<file path="src/rtl/spi_stim_master.sv">
// SPI mode-0 stimulus master: shifts one MSB-first word of 1..MAXW bits to one of NCH targets.
// Request accepted only in IDLE; outputs are registered, first bit appears one cycle after acceptance.
module spi_stim_master #(
   parameter int NCH  = 2,
   parameter int MAXW = 80,
   parameter int DIV  = 2,
   localparam int CW  = (NCH > 1) ? $clog2(NCH) : 1,
   localparam int LW  = $clog2(MAXW + 1)
) (
   input  logic            clk,
   input  logic            rst_n,
   input  logic            req_valid,
   output logic            req_ready,
   input  logic [CW-1:0]   req_ch,
   input  logic [LW-1:0]   req_len,
   input  logic [MAXW-1:0] req_data,
   input  logic            abort,
   output logic            sclk,
   output logic            mosi,
   output logic [NCH-1:0]  ss_n,
   output logic            busy,
   output logic            done,
   output logic            err
);

   typedef enum logic [1:0] {IDLE, SHIFT_LO, SHIFT_HI, HOLD} state_t;

   localparam logic [7:0] HALF = 8'(DIV - 1);

   state_t          state, state_nxt;
   logic [7:0]      hcnt, hcnt_nxt;
   logic [LW-1:0]   bcnt, bcnt_nxt;
   logic [MAXW-1:0] shreg, shreg_nxt;
   logic            sclk_nxt, mosi_nxt, done_nxt, err_nxt;
   logic [NCH-1:0]  ss_n_nxt;

   logic            req_bad;
   logic [MAXW-1:0] shreg_ld, shreg_shl;

   // Left-align the payload so the first bit to send always sits at the MSB.
   assign shreg_ld  = req_data << (LW'(MAXW) - req_len);
   assign shreg_shl = shreg << 1;
   assign req_bad   = (req_len == '0) || (req_len > LW'(MAXW)) || (32'(req_ch) >= 32'(NCH));

   assign req_ready = (state == IDLE);
   assign busy      = (state != IDLE);

   always_ff @(posedge clk or negedge rst_n) begin
      if (!rst_n) begin
         state <= IDLE;
         hcnt  <= '0;
         bcnt  <= '0;
         shreg <= '0;
         sclk  <= 1'b0;
         mosi  <= 1'b0;
         ss_n  <= '1;
         done  <= 1'b0;
         err   <= 1'b0;
      end else begin
         state <= state_nxt;
         hcnt  <= hcnt_nxt;
         bcnt  <= bcnt_nxt;
         shreg <= shreg_nxt;
         sclk  <= sclk_nxt;
         mosi  <= mosi_nxt;
         ss_n  <= ss_n_nxt;
         done  <= done_nxt;
         err   <= err_nxt;
      end
   end

   always_comb begin
      state_nxt = state;
      hcnt_nxt  = hcnt;
      bcnt_nxt  = bcnt;
      shreg_nxt = shreg;
      sclk_nxt  = sclk;
      mosi_nxt  = mosi;
      ss_n_nxt  = ss_n;
      done_nxt  = 1'b0;
      err_nxt   = 1'b0;

      case (state)
         IDLE: begin
            sclk_nxt = 1'b0;
            mosi_nxt = 1'b0;
            ss_n_nxt = '1;
            hcnt_nxt = '0;
            bcnt_nxt = '0;
            if (req_valid) begin
               if (req_bad) begin
                  err_nxt = 1'b1;
               end else begin
                  state_nxt = SHIFT_LO;
                  hcnt_nxt  = HALF;
                  bcnt_nxt  = req_len - LW'(1);
                  shreg_nxt = shreg_ld;
                  mosi_nxt  = shreg_ld[MAXW-1];
                  ss_n_nxt  = ~(NCH'(1) << req_ch);
               end
            end
         end
         SHIFT_LO: begin
            if (hcnt == '0) begin
               state_nxt = SHIFT_HI;
               sclk_nxt  = 1'b1;
               hcnt_nxt  = HALF;
            end else begin
               hcnt_nxt = hcnt - 8'd1;
            end
         end
         SHIFT_HI: begin
            if (hcnt == '0) begin
               sclk_nxt = 1'b0;
               hcnt_nxt = HALF;
               // bcnt holds the index of the bit on the wire; zero means the word is finished.
               if (bcnt == '0) begin
                  state_nxt = HOLD;
                  mosi_nxt  = 1'b0;
               end else begin
                  state_nxt = SHIFT_LO;
                  bcnt_nxt  = bcnt - LW'(1);
                  shreg_nxt = shreg_shl;
                  mosi_nxt  = shreg_shl[MAXW-1];
               end
            end else begin
               hcnt_nxt = hcnt - 8'd1;
            end
         end
         HOLD: begin
            if (hcnt == '0) begin
               state_nxt = IDLE;
               ss_n_nxt  = '1;
               done_nxt  = 1'b1;
            end else begin
               hcnt_nxt = hcnt - 8'd1;
            end
         end
         default: state_nxt = IDLE;
      endcase

      if (abort && (state != IDLE)) begin
         state_nxt = IDLE;
         hcnt_nxt  = '0;
         bcnt_nxt  = '0;
         sclk_nxt  = 1'b0;
         mosi_nxt  = 1'b0;
         ss_n_nxt  = '1;
         done_nxt  = 1'b0;
         err_nxt   = 1'b0;
      end
   end

endmodule

</file>
<file path="config.mk">
export PLATFORM = sky130hd
export DESIGN_NAME = spi_stim_master
export DESIGN_NICKNAME = d
export VERILOG_FILES = /design/src/rtl/spi_stim_master.sv
export SDC_FILE = /design/constraint.sdc
export NUM_CORES = 1
export LEC_CHECK = 0
export CORE_ASPECT_RATIO = 1.75
export CORE_MARGIN = 1.5
export CORE_UTILIZATION = 43
export DETAILED_ROUTE_END_ITERATION = 8
export GPL_TIMING_DRIVEN = 1
export SYNTH_ARGS = -nofsm -noshare
export SYNTH_HDL_FRONTEND = slang
export SYNTH_SLANG_ARGS = --single-unit
</file>
<file path="constraint.sdc">
create_clock -name clk -period 3.63 [get_ports clk]
set_input_delay 0.363 -clock clk [delete_from_list [all_inputs] [get_ports clk]]
set_output_delay 0.363 -clock clk [all_outputs]
set_load 0.005 [all_outputs]
</file>
==> results.py, run 1 <==
metrics = {
    "clocking": {
        "post_cts_hold_buffer_count": 0,
        "tritoncts": "yes",
        "clk_latency_ps": 370,
        "number_of_gates_given_a_new_drive_strength_after_cts": 0,
        "htree_num_levels": 3,
        "cts_max_path_buffers": 2,
        "cts.sink_count": 102,
        "cts-buffers-inserted": 9,
        "clk_pin_slew_ps": 70,
        "cts.root.buffer_cell": "clkbuf_16",
        "cts_setup_buffers": 0,
    },
    "routing": {
        "met2_length_um": 22100,
        "ant_nets": 0,
        "route.detailed.drc": 0,
        "route.vias.total": 10700,
        "first_pass_iteration_count_of_the_detailed_router": 5,
        "wl_met1_um": 16100,
        "routed.top_layer": "met4",
        "avgRoutedWirePerCell_um": 27.4,
        "drt_first_iter_violations": 889,
        "detail_route.vias_per_cell": 6.64,
        "totalWireLength_um": 44200,
        "met3WireLength_um": 2270,
    },
    "global_routing": {
        "grt_pass1_vias": 10800,
        "initial_antenna_violation_count": 0,
        "grt_max_degree": 87,
        "globalRouteOverflowTotal": 0,
        "groute.usage.overall_pct": 34.7,
        "grt_first_pass_wirelength_um": 66400,
    },
    "yosys": {
        "asyncSetResetFlopFracSynth_pct": 100,
        "synth-edff-count": 0,
        "syn_area_per_cell_um2": 9.47,
        "synth.distinct_cells": 75,
        "ys_seq_elements": 102,
        "synth.area.top_cells": "dfrtp_1 (23%), mux4_2 (19%), mux2i_1 (10%)",
        "synth_commonest_cells": "nor2_1 (116), mux2i_1 (111), nand2_1 (103)",
        "netlist.area_leader.share_pct": 23.1,
        "yosysTopAreaCell": "dfrtp_1",
        "postSynthNetCount": 1247,
        "post-synth-top-count-cell": "nor2_1",
        "synth-seq-area-share_pct": 23.6,
        "mappedNetlistArea_um2": 10800,
        "synthesis.instances": 1145,
        "count_of_yosys_warnings_during_synthesis": 0,
        "ys_dominant_reg_cell": "dfrtp_1",
    },
    "placed_design": {
        "place_hpwl_um": 35500,
        "place.port_buffers": 99,
        "dp_worst_setup_slack_ps": -26.4,
        "placed_cells": 1596,
        "gp_congestion": 1.04,
    },
    "cells_and_area": {
        "fillerInstances": 2352,
        "final_layout_size_suffix_gt1_share_pct": 24.8,
        "fin_nets": 1397,
        "area_growth_syn_to_layout_pct": 22.5,
        "antenna_cells": 0,
        "final-instance-count-excl-fill": 1612,
    },
    "job": {
        "drv_cap": 0,
    },
    "die": {
        "die-area_um2": 26200,
        "core.rowCount": 76,
        "design.core.area_um2": 24700,
        "die_h_um": 213,
        "die-width_um": 123,
        "start_util_pct": 43.9,
        "design.portCount": 100,
    },
    "sta": {
        "achievable-frequency_mhz": 299,
        "setup_total_negative_slack_ps": 0,
        "setup_violations": 0,
        "worst_slew_pin_slew_ps": 835,
        "rsz0062_at_grt": "false",
        "layout_setup_ws_ps": 283,
        "finalCriticalPeriod_ps": 3350,
        "fin_skew_ps": 5.85,
        "maxSlewViolCount": 0,
        "worst_slew_margin_rel_pct": 44.3,
        "timing.hold.ws_ps": 74.0,
        "final.period_utilization_pct": 92.2,
        "final-hold-violation-count": 0,
    },
    "setup_path": {
        "crit_arrival_ps": 3600,
        "rr_worst_depth": 10,
        "cp_max_fo": 34,
        "cp-start-kind": "primary input",
        "timing.critical_path.slowest_stage_cell": "ha_4",
        "timing.critical_path.depth": 10,
        "critical_path.cell_chain": "clkdlybuf4s50_1, inv_1, ha_4, mux4_2, mux2i_1, buf_4, mux2i_1, a22oi_1, o311ai_0, o22a_1",
        "critical_path_required_ps": 3890,
        "critical-path-top-delay-family": "multiplexers",
        "cp.buffers_inverters": 3,
        "crit_path_frequent_cell": "mux2i_1",
        "timing.critical_path.to_type": "flop",
        "worst_path_largest_cell_delay_ps": 540,
        "worstSetupPathType": "primary input to flop",
    },
    "status": {
        "outcome": "finished, final reports clean",
    },
    "power_and_ir_drop": {
        "finalPower_w": 0.00776,
        "total_power_per_unit_cell_area_nw_per_um2": 584,
        "cellLeakagePower_nw": 5.28,
        "worst_ir_drop_vdd_uv": 255,
    },
    "min_path": {
        "worstHoldPathType": "primary input to async pin",
    },
}
## stage by stage
stage	utilization [%]	instance area (um^2)
finish	53.7	13300
global route	53.7	13300
CTS	53.7	13300
detailed placement	52.5	13000
global placement	52.5	13000
floorplan	-	10800
## logic make-up (layout without fill, tap and decap cells)
| group | after synthesis | in the layout | share of synthesized area (%) |
|---|---|---|---|
| AOI/OAI and AO/OA | 291 | 291 | 19.3 |
| xor gates and xnor gates | 16 | 16 | 1.60 |
| adders and majority gates | 10 | 10 | 1.15 |
| buffers and inverters | 121 | 276 | 5.46 |
| DFF | 102 | 102 | 23.6 |
| muxes | 245 | 245 | 33.7 |
| and+or+nand+nor | 360 | 360 | 15.2 |
## worst reg2reg max path: cells and delay by family (launching register included)
family | cells | cell delay [ps]
buffers and inverters | 3 | 460
AO/OA/AOI/OAI | 4 | 890
adder cells (fa/ha/maj) | 1 | 290
flip-flops | 1 | 450
AND/OR/NAND/NOR | 2 | 790
## where the power goes
group	total, W	switching (W)	internal (W)
clock network	0.00102	0.000479	0.000544
registers	0.00202	0.000358	0.00167
logic	0.00472	0.00269	0.00203
## worst paths after layout
| kind | from | endpoint | slack (ps) |
|---|---|---|---|
| min | rst_n | hcnt[0]$_DFFE_PN0P_ | 70 |
| min reg2reg | shreg[6]$_DFFE_PN0P_ | shreg[6]$_DFFE_PN0P_ | 490 |
| max in group asynchronous | rst_n | shreg[65]$_DFFE_PN0P_ | 2810 |
| max reg2reg | state[0]$_DFFE_PN0P_ | shreg[62]$_DFFE_PN0P_ | 660 |
| max | req_len[1] | shreg[63]$_DFFE_PN0P_ | 280 |
| min in group clk | shreg[6]$_DFFE_PN0P_ | shreg[6]$_DFFE_PN0P_ | 490 |
## metal layers
metal | global-route usage, % | vias to the layer above
li1 | - | 4768
met5 | 0 | -
met1 | 39.4 | 5334
met2 | 59.2 | 447
met3 | 4.75 | 150
met4 | 24.6 | 0
## cells in the final DEF (no fill, tap or decap), types with 35 or more instances in the layout
master / n
o21ai_0: 43
nand2_1: 103
mux4_2: 92
mux2_2: 42
mux2i_1: 111
a21oi_1: 50
nor2_1: 116
dfrtp_1: 100
nor3_1: 39
clkdlybuf4s50_1: 97
buf_4: 134
nand3_1: 35
## flip-flops by register name (all words and copies together) (netlist names)
register and count:
sclk 1, mosi 1, shreg 79, err 1
state 2, hcnt 8, bcnt 7, done 1
ss_n 2
## layout make-up
cell class | instances | area, um^2 | share of cell area, %
multi-input cells | 922 | 7750 | 58.4
flip-flops and latches | 102 | 2550 | 19.2
repair buffers | 243 | 2220 | 16.7
well taps | 312 | 390 | 2.94
clock buffers | 9 | 225 | 1.70
clock inverters | 7 | 78.8 | 0.594
inverters | 17 | 63.8 | 0.480
(Power assumes the default switching activity.)
==> inputs of run 2 (changes only) <==
--- a/config.mk
+++ b/config.mk
@@ -10,6 +10,7 @@
 export CORE_UTILIZATION = 43
 export DETAILED_ROUTE_END_ITERATION = 8
 export GPL_TIMING_DRIVEN = 1
+export SLEW_MARGIN = 40
 export SYNTH_ARGS = -nofsm -noshare
 export SYNTH_HDL_FRONTEND = slang
 export SYNTH_SLANG_ARGS = --single-unit
==> results.py, run 2 (synthesis results as in run 1) <==
metrics = {
    "placed_design": {
        "gp_congestion": 1.04,
        "place_hpwl_um": 35500,
        "place.port_buffers": 99,
        "area_after_dpl_um2": 13000,
    },
    "sta": {
        "rsz0062_at_grt": "false",
        "timing.hold.ws_ps": 485,
        "final.period_utilization_pct": 92.0,
        "achievable-frequency_mhz": 300,
        "final-hold-violation-count": 0,
        "finalCriticalPeriod_ps": 3340,
        "worst_slew_pin_slew_ps": 840,
        "worst_slew_margin_rel_pct": 44.0,
        "setup_violations": 0,
        "fin_skew_ps": 4.75,
        "maxSlewViolCount": 0,
    },
    "power_and_ir_drop": {
        "total_power_per_unit_cell_area_nw_per_um2": 585,
        "power_switching_w": 0.00353,
        "cellLeakagePower_nw": 5.28,
        "internal_power_w": 0.00424,
        "finalPower_w": 0.00777,
        "worst_ir_drop_vdd_uv": 256,
        "sequentialPowerShare_pct": 26.0,
        "pwr-share-clk_pct": 13.2,
        "power.combinational.fraction_pct": 60.8,
        "switching_share_pct": 45.4,
    },
    "clocking": {
        "cts-buffers-inserted": 9,
        "number_of_gates_given_a_new_drive_strength_after_cts": 0,
        "clk_pin_slew_ps": 70,
        "tritoncts": "yes",
        "cts_setup_buffers": 0,
        "htree_num_levels": 3,
        "cts.root.buffer_cell": "clkbuf_16",
        "post_cts_hold_buffer_count": 0,
        "clk_latency_ps": 370,
        "cts.sink_count": 102,
        "cts_max_path_buffers": 2,
    },
    "cells_and_area": {
        "area_growth_syn_to_layout_pct": 22.6,
        "final_design_area_no_fill_um2": 13300,
        "layout_commonest_cell": "buf_4",
        "reg_top3": "shreg x79, hcnt x8, bcnt x7",
        "antenna_cells": 0,
        "final_layout_size_suffix_gt1_share_pct": 24.8,
        "postLayoutCoreUtil_pct": 53.8,
        "flip_flop_count_of_the_largest_register_after_layout": 79,
        "fin_nets": 1398,
        "top_register": "shreg",
        "most_frequent_cells_in_the_layout": "buf_4 (133), nor2_1 (116), mux2i_1 (111), nand2_1 (103), dfrtp_1 (100)",
    },
    "routing": {
        "avgRoutedWirePerCell_um": 27.4,
        "route.detailed.drc": 0,
        "ant_nets": 0,
        "detail_route.vias_per_cell": 6.68,
        "totalWireLength_um": 44300,
        "route.vias.total": 10800,
        "drt_first_iter_violations": 889,
        "first_pass_iteration_count_of_the_detailed_router": 8,
    },
    "status": {
        "outcome": "finished, final reports clean",
    },
    "setup_path": {
        "critical_path_required_ps": 3890,
        "crit_start": "req_len[1]",
        "worstSetupPathType": "primary input to flop",
        "crit_arrival_ps": 3600,
        "cp-start-kind": "primary input",
        "crit_end": "shreg[63]$_DFFE_PN0P_",
        "rr_worst_depth": 10,
        "worst_r2r_endpoint": "shreg[62]$_DFFE_PN0P_",
        "reg2reg_setup_slack_ps": 650,
        "cp_max_fo": 34,
        "timing.critical_path.to_type": "flop",
        "r2r_start": "state[0]$_DFFE_PN0P_",
    },
    "global_routing": {
        "initial_antenna_violation_count": 0,
        "grt_max_degree": 87,
        "grt_pass1_vias": 10800,
        "globalRouteOverflowTotal": 0,
        "grt_first_pass_wirelength_um": 66400,
        "groute.usage.overall_pct": 34.7,
    },
    "min_path": {
        "hold_path_startpoint": "shreg[6]$_DFFE_PN0P_",
        "worstHoldPathType": "flop to flop",
    },
    "die": {
        "start_util_pct": 43.9,
        "design.core.area_um2": 24700,
        "core.rowCount": 76,
        "die-width_um": 123,
        "design.portCount": 100,
        "die-area_um2": 26200,
        "die_h_um": 213,
    },
    "job": {
        "drv_cap": 0,
    },
}
run 2: cell count changes in the layout (fill, tap and decap cells not counted), sizes merged:
cell,delta
dlygate4sd3,+1
run 2: layout make-up:
class | count | area, um^2
sequential | 102 | 2550
fill | 2349 | 11400
clock inverter | 7 | 78.8
multi-input combinational | 922 | 7750
tap | 312 | 390
clock buffer | 9 | 225
inverter | 17 | 63.8
timing repair buffer | 244 | 2230
run 2: per-layer routing:
| metal | track usage (%) | up-vias | wire length [um] |
|---|---|---|---|
| met2 | 59.2 | 472 | 22100 |
| li1 | - | 4774 | - |
| met1 | 39.4 | 5373 | 16200 |
| met4 | 24.6 | 0 | 3760 |
| met5 | 0 | - | 0 |
| met3 | 4.75 | 158 | 2210 |
run 2: worst min-delay path by stage:
| stage | to | slack [ps] | cells after the start |
|---|---|---|---|
| finish | shreg[6]$_DFFE_PN0P_ | 480 | 2 |
| global route | shreg[6]$_DFFE_PN0P_ | 510 | 2 |
| CTS | hcnt[0]$_DFFE_PN0P_ | 80 | 1 |
| detailed placement | shreg[6]$_DFFE_PN0P_ | 480 | 2 |
| global placement | shreg[6]$_DFFE_PN0P_ | 460 | 2 |
| floorplan | bcnt[0]$_DFFE_PN0P_ | 70 | 0 |
run 2: through the flow:
stage,TNS (ps),instances,setup WS (ps)
after floorplan,0,1145,51.4
after global placement,-79.9,1596,-55.7
after detailed placement,-31.9,1596,-26.4
after CTS,0,1612,377
after global routing,0,1613,194
final,0,1613,291
run 2: power groups by stage:
stage | registers, W | clock network [W] | logic, W
floorplan | 0.00190 | 0 | 0.00299
global placement | 0.00202 | 0 | 0.00462
detailed placement | 0.00203 | 0 | 0.00468
CTS | 0.00202 | 0.00106 | 0.00469
global route | 0.00208 | 0.00108 | 0.00511
finish | 0.00202 | 0.00102 | 0.00472
run 2: worst max-delay path: stages:
cell and delay (ps):
clkdlybuf4s50_1 480, inv_1 80, ha_4 540, mux4_2 390, mux2i_1 510, buf_4 210, mux2i_1 180, a22oi_1 400
o311ai_0 210, o22a_1 200
==> inputs of run 3 (changes only) <==
--- a/config.mk
+++ b/config.mk
@@ -5,11 +5,13 @@
 export SDC_FILE = /design/constraint.sdc
 export NUM_CORES = 1
 export LEC_CHECK = 0
+export CAP_MARGIN = 20
 export CORE_ASPECT_RATIO = 1.75
 export CORE_MARGIN = 1.5
 export CORE_UTILIZATION = 43
 export DETAILED_ROUTE_END_ITERATION = 8
 export GPL_TIMING_DRIVEN = 1
+export SETUP_SLACK_MARGIN = 0.4
 export SLEW_MARGIN = 40
 export SYNTH_ARGS = -nofsm -noshare
 export SYNTH_HDL_FRONTEND = slang
==> results.py, run 3 (synthesis results as in run 1) <==
metrics = {
    "routing": {
        "drt_first_iter_violations": 785,
        "ant_nets": 0,
        "first_pass_iteration_count_of_the_detailed_router": 7,
        "totalWireLength_um": 41200,
        "route.vias.total": 10500,
        "detail_route.vias_per_cell": 6.71,
        "route.detailed.drc": 0,
        "avgRoutedWirePerCell_um": 26.4,
    },
    "global_routing": {
        "grt_pass1_vias": 10300,
        "grt_max_degree": 87,
        "groute.usage.overall_pct": 32.4,
        "grt_first_pass_wirelength_um": 63000,
        "globalRouteOverflowTotal": 0,
        "initial_antenna_violation_count": 0,
    },
    "clocking": {
        "clk_latency_ps": 370,
        "cts.root.buffer_cell": "clkbuf_16",
        "cts.sink_count": 102,
        "clk_pin_slew_ps": 80,
        "cts-buffers-inserted": 9,
        "cts_max_path_buffers": 2,
        "tritoncts": "yes",
        "htree_num_levels": 3,
    },
    "power_and_ir_drop": {
        "worst_ir_drop_vdd_uv": 296,
        "cellLeakagePower_nw": 5.06,
        "total_power_per_unit_cell_area_nw_per_um2": 580,
    },
    "sta": {
        "finalCriticalPeriod_ps": 3160,
        "layout_setup_ws_ps": 468,
        "final.period_utilization_pct": 87.1,
        "fin_skew_ps": 9.49,
        "final-hold-violation-count": 0,
        "worst_slew_pin_slew_ps": 800,
        "maxSlewViolCount": 0,
        "rsz0062_at_grt": "false",
        "setup_violations": 0,
        "worst_slew_margin_rel_pct": 45.3,
        "setup_total_negative_slack_ps": 0,
        "achievable-frequency_mhz": 316,
    },
    "cells_and_area": {
        "multiInputGateArea_um2": 7770,
        "reg_top3": "shreg x79, hcnt x8, bcnt x7",
        "layout_commonest_cell": "nor2_1",
        "fin_nets": 1347,
        "most_frequent_cells_in_the_layout": "nor2_1 (116), mux2i_1 (111), nand2_1 (103), dfrtp_1 (100), clkdlybuf4s50_1 (97)",
        "final_layout_size_suffix_gt1_share_pct": 22.1,
        "fillerInstances": 2360,
        "seqCellArea_um2": 2550,
        "area_growth_syn_to_layout_pct": 19.7,
        "postLayoutCoreUtil_pct": 52.5,
        "flip_flop_count_of_the_largest_register_after_layout": 79,
        "final_design_area_no_fill_um2": 13000,
        "top_register": "shreg",
    },
    "placed_design": {
        "dp_worst_setup_slack_ps": 81.3,
        "area_after_dpl_um2": 12600,
        "place.port_buffers": 99,
        "place_hpwl_um": 32200,
        "gp_congestion": 1.04,
    },
    "die": {
        "die-area_um2": 26200,
        "die-width_um": 123,
        "core.rowCount": 76,
        "design.core.area_um2": 24700,
        "start_util_pct": 43.9,
        "die_h_um": 213,
        "design.portCount": 100,
    },
    "setup_path": {
        "timing.critical_path.to_type": "flop",
        "critical_path_required_ps": 3890,
        "cp-start-kind": "primary input",
        "reg2reg_setup_slack_ps": 550,
        "crit_arrival_ps": 3420,
        "worstSetupPathType": "primary input to flop",
        "cp_max_fo": 14,
    },
    "job": {
        "drv_cap": 0,
    },
    "status": {
        "outcome": "finished, final reports clean",
    },
    "min_path": {
        "worstHoldPathType": "flop to flop",
    },
}
-- run 3: cell types whose count changed in the layout (fill, tap and decap cells not counted), moves of 2 or more --
cell,before,now
buf_4,133,79
clkinv_4,2,0
buf_12,12,14
inv_6,3,0
clkbuf_8,0,4
-- run 3: path summary, 6_finish.rpt --
check | startpoint | cells past startpoint | end
max | req_len[1] | 10 | shreg[59]$_DFFE_PN0P_
min | shreg[23]$_DFFE_PN0P_ | 2 | shreg[23]$_DFFE_PN0P_
max reg2reg | hcnt[4]$_DFFE_PN0P_ | 7 | shreg[65]$_DFFE_PN0P_
min reg2reg | shreg[23]$_DFFE_PN0P_ | 2 | shreg[23]$_DFFE_PN0P_
max in group asynchronous | rst_n | 3 | shreg[26]$_DFFE_PN0P_
min in group asynchronous | rst_n | 2 | hcnt[0]$_DFFE_PN0P_
-- run 3: power breakdown --
part	switching [W]	leakage, nW	internal, W
Combinational	0.00258	3.66	0.00187
Sequential	0.000350	1.24	0.00167
Clock	0.000453	0.162	0.000608
Total	0.00338	5.06	0.00415
-- run 3: worst max-delay path: stages --
cell	delay, ps
clkdlybuf4s50_1	480
inv_1	100
ha_4	420
buf_12	180
mux4_2	440
nand2_1	330
mux2i_1	160
mux2i_1	440
nor2_1	130
o32a_1	370
-- run 3: area by class of cell --
cell class              instances  share of cell area (%)
diodes                          1                  0.0193
clock buffers                  13                    2.16
clock inverters                 3                   0.309
inverters                      17                   0.492
multi-input cells             922                    59.9
flip-flops and latches        102                    19.7
well taps                     312                    3.01
repair buffers                193                    14.5
-- run 3: through the flow --
| stage | hold slack (ps) | cells | total power [W] |
|---|---|---|---|
| 2_1_floorplan | 67.4 | 1145 | 0.00490 |
| 3_3_place_gp | 464 | 1544 | 0.00636 |
| 3_5_place_dp | 472 | 1544 | 0.00641 |
| 4_1_cts | 107 | 1560 | 0.00748 |
| 5_1_grt | 515 | 1562 | 0.00803 |
| 6_report | 484 | 1563 | 0.00752 |
-- run 3: what timing repair did --
item | in CTS | in global routing
endpoints found under the hold margin | 0 | 1
resized for setup | 0 | 1
setup buffers | 0 | 1
hold buffers | 0 | 1
endpoints found under the setup margin | 0 | 15
-- run 3: per-layer routing --
metal  share of wire (%)  wire length [um]  global-route usage (%)
met2                  49             20200                    53.1
met3                 5.7              2360                    5.07
met4                 8.5              3500                    23.5
met5                   0                 0                       0
met1                  37             15100                    38.0
